File: config.mk
export PLATFORM = sky130hd
export DESIGN_NAME = ps2_kbd_rx
export DESIGN_NICKNAME = d
export VERILOG_FILES = /design/src/rtl/ps2_kbd_rx.sv
export SDC_FILE = /design/constraint.sdc
export NUM_CORES = 1
export LEC_CHECK = 0
export CAP_MARGIN = 20
export CORE_MARGIN = 2
export CORE_UTILIZATION = 45
export CTS_CLUSTER_DIAMETER = 80
export CTS_CLUSTER_SIZE = 28
export DETAILED_ROUTE_END_ITERATION = 10
export PLACE_DENSITY = 0.66
export SKIP_CTS_REPAIR_TIMING = 1
export SYNTH_ARGS = -nofsm -noshare
export SYNTH_HDL_FRONTEND = slang
export SYNTH_SLANG_ARGS = --single-unit
File: constraint.sdc
create_clock -name clk -period 2.8 [get_ports clk]
set_clock_uncertainty 0.15 [all_clocks]
set_input_delay 0.7 -clock clk [delete_from_list [all_inputs] [get_ports clk]]
set_output_delay 0.7 -clock clk [all_outputs]
set_load 0.01 [all_outputs]
File: src/rtl/ps2_kbd_rx.sv
`default_nettype none
// ============================================================================
// Module   : ps2_kbd_rx
// Purpose  : PS/2 keyboard receiver. Synchronises the raw PS/2 clock/data
//            lines, deserialises 11-bit frames (start, D0..D7 LSB first, odd
//            parity, stop), validates them, and queues good scancodes in a
//            first-word-fall-through FIFO read over a valid/ready handshake.
// Ports    : clk        in   system clock
//            rst        in   asynchronous active-low reset (0 = reset)
//            ps2_clk    in   raw PS/2 clock (asynchronous)
//            ps2_data   in   raw PS/2 data (asynchronous)
//            data       out  [7:0] scancode at FIFO head
//            valid      out  FIFO non-empty
//            ready      in   consumer accepts data this cycle
//            count      out  [$clog2(DEPTH):0] bytes buffered
//            overflow   out  sticky: good frame dropped on a full FIFO
//            frame_err  out  one-cycle pulse: bad / aborted frame discarded
// Params   : DEPTH (power of 2, >= 2), TIMEOUT_CYCLES
// Options  : define PS2_RX_TIMEOUT_EN to abort partial frames after
//            TIMEOUT_CYCLES idle clocks; otherwise a partial frame waits.
// Revision : 1.0 - initial release
// ============================================================================
module ps2_kbd_rx #(
  parameter int DEPTH          = 8,
  parameter int TIMEOUT_CYCLES = 50000
) (
  input  logic                   clk,
  input  logic                   rst,
  input  logic                   ps2_clk,
  input  logic                   ps2_data,
  output logic [7:0]             data,
  output logic                   valid,
  input  logic                   ready,
  output logic [$clog2(DEPTH):0] count,
  output logic                   overflow,
  output logic                   frame_err
);

  localparam int AW = $clog2(DEPTH);
  localparam int CW = AW + 1;

  // --------------------------------------------------------------------------
  // Input synchronisers. Reset to 1 so an idle bus produces no false edge.
  // The third clock stage provides the "previous" value for edge detection.
  // --------------------------------------------------------------------------
  logic r_clk_s1, r_clk_s2, r_clk_s3;
  logic r_dat_s1, r_dat_s2;

  always_ff @(posedge clk or negedge rst) begin
    if (!rst) begin
      r_clk_s1 <= 1'b1;
      r_clk_s2 <= 1'b1;
      r_clk_s3 <= 1'b1;
      r_dat_s1 <= 1'b1;
      r_dat_s2 <= 1'b1;
    end else begin
      r_clk_s1 <= ps2_clk;
      r_clk_s2 <= r_clk_s1;
      r_clk_s3 <= r_clk_s2;
      r_dat_s1 <= ps2_data;
      r_dat_s2 <= r_dat_s1;
    end
  end

  logic w_fall;
  assign w_fall = r_clk_s3 & ~r_clk_s2;

  // --------------------------------------------------------------------------
  // Deserialiser. Bits shift in from the top, so after ten edges r_frame[0]
  // holds the start bit, [8:1] the byte and [9] the parity. The stop bit is
  // taken straight from the synchroniser on the eleventh edge.
  // --------------------------------------------------------------------------
  logic [3:0] r_bitcnt;
  logic [9:0] r_frame;
  logic       w_last;
  logic       w_good;
  logic       w_push;
  logic       w_bad;
  logic       w_timeout;
  logic [7:0] w_byte;

  assign w_last = w_fall && (r_bitcnt == 4'd10);
  assign w_good = ~r_frame[0] & r_dat_s2 & (^r_frame[9:1]);
  assign w_byte = r_frame[8:1];
  assign w_push = w_last & w_good;
  assign w_bad  = w_last & ~w_good;

`ifdef PS2_RX_TIMEOUT_EN
  localparam int IW = $clog2(TIMEOUT_CYCLES + 1);
  logic [IW-1:0] r_idle;

  // Counts clocks since the last edge while a frame is in progress.
  assign w_timeout = (r_bitcnt != 4'd0) && !w_fall &&
                     (r_idle == IW'(TIMEOUT_CYCLES));

  always_ff @(posedge clk or negedge rst) begin
    if (!rst) begin
      r_idle <= '0;
    end else if (w_fall || (r_bitcnt == 4'd0) || w_timeout) begin
      r_idle <= '0;
    end else begin
      r_idle <= r_idle + 1'b1;
    end
  end
`else
  assign w_timeout = 1'b0;
`endif

  always_ff @(posedge clk or negedge rst) begin
    if (!rst) begin
      r_bitcnt <= 4'd0;
      r_frame  <= '0;
    end else if (w_timeout) begin
      r_bitcnt <= 4'd0;
    end else if (w_fall) begin
      r_frame  <= {r_dat_s2, r_frame[9:1]};
      r_bitcnt <= (r_bitcnt == 4'd10) ? 4'd0 : r_bitcnt + 4'd1;
    end
  end

  logic r_frame_err;

  always_ff @(posedge clk or negedge rst) begin
    if (!rst) begin
      r_frame_err <= 1'b0;
    end else begin
      r_frame_err <= w_bad | w_timeout;
    end
  end

  // --------------------------------------------------------------------------
  // FIFO. The head is held in a separate output register so that data keeps
  // its last value once the FIFO drains, rather than showing stale storage.
  // --------------------------------------------------------------------------
  logic [7:0]    r_mem [DEPTH];
  logic [AW-1:0] r_wptr;
  logic [AW-1:0] r_rptr;
  logic [AW-1:0] w_rnext;
  logic [CW-1:0] r_count;
  logic [7:0]    r_data;
  logic          r_overflow;
  logic          w_valid;
  logic          w_full;
  logic          w_pop;
  logic          w_wr;
  logic          w_drop;

  assign w_valid = (r_count != '0);
  assign w_full  = (r_count == CW'(DEPTH));
  assign w_pop   = w_valid & ready;
  // A simultaneous pop frees a slot, so a full FIFO still accepts the byte.
  assign w_wr    = w_push & (~w_full | w_pop);
  assign w_drop  = w_push & w_full & ~w_pop;
  assign w_rnext = r_rptr + 1'b1;

  always_ff @(posedge clk) begin
    if (w_wr) begin
      r_mem[r_wptr] <= w_byte;
    end
  end

  always_ff @(posedge clk or negedge rst) begin
    if (!rst) begin
      r_wptr     <= '0;
      r_rptr     <= '0;
      r_count    <= '0;
      r_overflow <= 1'b0;
    end else begin
      if (w_wr) begin
        r_wptr <= r_wptr + 1'b1;
      end
      if (w_pop) begin
        r_rptr <= w_rnext;
      end
      case ({w_wr, w_pop})
        2'b10:   r_count <= r_count + 1'b1;
        2'b01:   r_count <= r_count - 1'b1;
        default: r_count <= r_count;
      endcase
      if (w_drop) begin
        r_overflow <= 1'b1;
      end
    end
  end

  // Head register update: after a pop the next stored entry moves up; a
  // byte written into an empty (or emptying) FIFO becomes the head directly,
  // since it is not yet readable from storage.
  always_ff @(posedge clk or negedge rst) begin
    if (!rst) begin
      r_data <= 8'h00;
    end else if (w_pop && (r_count > CW'(1))) begin
      r_data <= r_mem[w_rnext];
    end else if (w_wr && ((r_count == '0) || ((r_count == CW'(1)) && w_pop))) begin
      r_data <= w_byte;
    end
  end

  assign data      = r_data;
  assign valid     = w_valid;
  assign count     = r_count;
  assign overflow  = r_overflow;
  assign frame_err = r_frame_err;

endmodule
`default_nettype wire

==> summary.md <==
| Metric | Value |
|---|---|
| Status | `finished clean` |
| Largest area contributor in the netlist | `edfxtp_1` |
| Fmax | `371 MHz` |
| Leakage power total | `1.95 nW` |
| Hold_ws | `0.212 ns` |
| Row cnt | `35` |
| Port Buffers | `19` |
| FFs w/ async S/R, synth | `0.379` |
| Ys flop type | `edfxtp_1` |
| Die width | `102 microns` |
| Post-Synth Adder-Cell Area | `0.0174` |
| Vias per cell | `5.18` |
| Clock sink count | `103` |
| Sequential fraction of the synthesis area | `0.673` |
| Critical Path Source Type | `register` |
| FF-to-FF path depth | `6` |
| Routed Antenna Nets | `0` |
| Number of global-route vias before repair | `2471` |
| First-pass GRT wire length | `13500 microns` |
| Crit path depth | `5` |
| Mapped Nets | `289` |
| Antenna fix cells | `0` |
| Fillcell total | `772` |
| Worst hold path type | `reg2reg` |
| Detailed Route Iter0 Violations | `169` |
| GPL Wtd Cong | `0.727` |
| Compound-cell area share of the yosys netlist | `0.0429` |
| Count leader, synth | `edfxtp_1` |
| CTS tree | `built` |
| Total CTS buffers | `9` |
| Setup CP Type | `reg2out` |
| Clk_lat worst skew | `0.36 ns` |
| Post-Syn Instances | `278` |
| Post-synth top cells | `edfxtp_1, nand2_1, dfrtp_1, mux4_2, nand3_1` |
| Yosys top cell area share | `0.445` |
| Crit Path Max Fanout | `6` |
| Synth Area in XOR/XNOR | `0.0435` |
| Mux cell area share after synthesis | `0.0986` |
| Placement Setup Slack | `-0.164 ns` |
| Worst flop-to-flop path startpoint | `r_frame[4]$_DFFE_PN0P_` |
| Synthesized area | `4320 sq um` |
| Finish-stage setup viols | `0` |
| P&R area growth vs syn | `19.0%` |
| Peak VDD IR | `540 uV` |
| Final worst-path cycle share | `0.963` |
| GRT Util Overall | `0.179` |
| Initial Util | `0.465` |
| RSZ-0062 raised after global routing | `no` |
| Worst R2R End | `r_mem[2][3]$_DFFE_PP_` |
| Initial antenna violation count | `0` |
| EDFF count, synth | `64` |
| Slowest stage cell, crit path | `clkdlybuf4s50_1` |
| Worst Max-Slew Pin Slew | `0.818 ns` |
| PwrDens | `990 nW/um^2` |
| Slowest stage delay, CP | `0.56 ns` |
| Largest delay share family, worst path | `buffers and inverters` |
| Syn Area/Cell | `15.5 sq um` |
| R2R Setup Slk | `0.28 ns` |
| HPWL reported at the end of detailed placement | `5600 microns` |
| Fraction of layout cells with a size suffix above 1 | `0.254` |
| Routed WL | `8290 microns` |
| WP buf/inv | `3` |
| Yosys cell types | `40` |
| Setup crit start | `count[0]$_DFFE_PN0P_` |
| Maximum number of pins on one net before global-route repair | `40` |
| Slew headroom | `0.455` |
| Htree depth | `3` |
| DRT Pass-1 Iters | `4` |
| Hold Fails Final Rpt | `0` |
| Largest family of logic cells by synthesized area | `simple AND/OR/NAND/NOR gates` |
| CP endpoint | `valid` |
| Critical path arrival | `1.85 ns` |
| Crit path time final | `2.70 ns` |
| Final Worst Setup Slack | `0.102 ns` |
| Req. time, crit path | `1.95 ns` |
| Pins Over Slew Limit | `0` |
| Pwr Total | `5.08 mW` |
| Critical-path cell list | `inv_1, ha_1, buf_4, nand2_1, clkdlybuf4s50_1` |
| Top post-synthesis cells by area | `edfxtp_1, dfrtp_1, mux4_2, nand2_1, dfstp_2` |
| DRC Markers | `0` |
| Gr ovfl total | `0` |
| I/O pin cnt | `20` |
| Nets@finish | `344` |
| Root Buffer | `clkbuf_8` |
| Vias | `2420` |
| Core area | `9280 sq um` |
| Die Ht | `102 microns` |
| Synth Area in Simple Gates | `0.111` |
| Clock Pin Slew Worst Setup and Hold Paths | `0.10 ns` |
| Synth warn | `0` |
| Full die area | `10400 sq um` |
| Endpoint class of the critical path | `primary output` |
| Yosys reg bits | `103` |
| WL per Instance | `17.7 microns` |
| Max Cap Viol | `0` |
| Maximum root-to-sink buffer count | `2` |
-- sequential cells by signal, indices dropped and copies added, names as in the netlist --
signal and flops:
overflow 1, r_wptr 3, r_dat_s2 1, r_clk_s3 1
data 8, r_clk_s1 1, count 4, r_clk_s2 1
r_dat_s1 1, r_frame 10, r_mem 64, r_bitcnt 4
frame_err 1, r_rptr 3
-- layout make-up --
cell class / instances / area (sq um) / area share
inverters: 6 / 22.5 / 0.00439
clock inverters: 7 / 96.3 / 0.0188
flip-flops and latches: 103 / 2910 / 0.566
well taps: 129 / 161 / 0.0314
repair buffers: 53 / 465 / 0.0907
clock buffers: 9 / 124 / 0.0241
multi-input cells: 160 / 1360 / 0.265
-- metrics by stage --
stage / util / instance area [sq um] / TNS (ns) / std cells
final: 0.553 / 5130 / 0 / 467
after global routing: 0.553 / 5130 / 0 / 467
after detailed placement: 0.527 / 4890 / -4.58 / 448
after floorplan: - / 4320 / 0 / 278
after CTS: 0.550 / 5110 / -0.0114 / 464
after global placement: 0.527 / 4890 / -2.97 / 448
-- kinds of logic after synthesis --
| kind of cell | Yosys count |
|---|---|
| and+or+nand+nor | 94 |
| buffers and inverters | 15 |
| AOI/OAI and AO/OA | 22 |
| muxes | 21 |
| adders and majority gates | 6 |
| DFF | 103 |
| xor gates and xnor gates | 17 |
-- worst min path at each step --
stage                    endpoint  cells after the start                from
3_5_place_dp   r_clk_s2$_DFF_PN1_                      0  r_clk_s1$_DFF_PN1_
3_3_place_gp   r_dat_s2$_DFF_PN1_                      0  r_dat_s1$_DFF_PN1_
2_1_floorplan  r_clk_s2$_DFF_PN1_                      0  r_clk_s1$_DFF_PN1_
6_report       r_clk_s2$_DFF_PN1_                      0  r_clk_s1$_DFF_PN1_
4_1_cts        r_dat_s2$_DFF_PN1_                      0  r_dat_s1$_DFF_PN1_
5_1_grt        r_dat_s2$_DFF_PN1_                      0  r_dat_s1$_DFF_PN1_
-- metal layers --
layer  global-route usage  wire length [microns]  vias to the layer above
li1                     -                      -                     1144
met1                0.248                   3710                     1221
met2                0.284                   4140                       51
met3               0.0479                    363                        4
met4               0.0462                     65                        0
met5                    0                      0                        -
-- power breakdown --
part	switching (mW)	leakage (nW)	internal, mW
clock	0.510	0.103	0.505
sequential	0.188	1.06	1.86
combinational	0.978	0.794	1.04
total	1.68	1.95	3.40
-- worst register-to-register path, stage by stage (launching register included) --
cell and delay [ns]:
dfrtp_1 0.41, xor2_1 0.19, xnor3_2 0.53, xnor2_2 0.29, nand4b_1 0.25, nor3_1 0.20, buf_4 0.22
-- placed cells by master (no fill, tap or decap), types with 2 or more instances in the layout --
cell | netlist | layout
o221a_1 | 8 | 8
mux4_2 | 16 | 16
inv_1 | 6 | 6
clkdlybuf4s50_1 | 0 | 18
clkinvlp_4 | 0 | 2
xnor2_1 | 9 | 9
buf_12 | 0 | 2
nor2b_1 | 3 | 3
nand3_1 | 11 | 11
nand2_1 | 53 | 53
edfxtp_1 | 64 | 64
mux2i_1 | 2 | 2
mux2_2 | 2 | 2
nor3_1 | 4 | 4
dfstp_2 | 5 | 5
nand4bb_1 | 2 | 2
nand2b_1 | 3 | 3
o21ai_0 | 5 | 5
nor2_1 | 9 | 9
nand4b_1 | 3 | 3
buf_4 | 0 | 32
a21oi_1 | 3 | 3
ha_1 | 6 | 6
bufinv_16 | 0 | 2
clkbuf_8 | 0 | 9
xor2_1 | 5 | 5
dfrtp_1 | 34 | 33
Power figures use the tool's default switching activity.
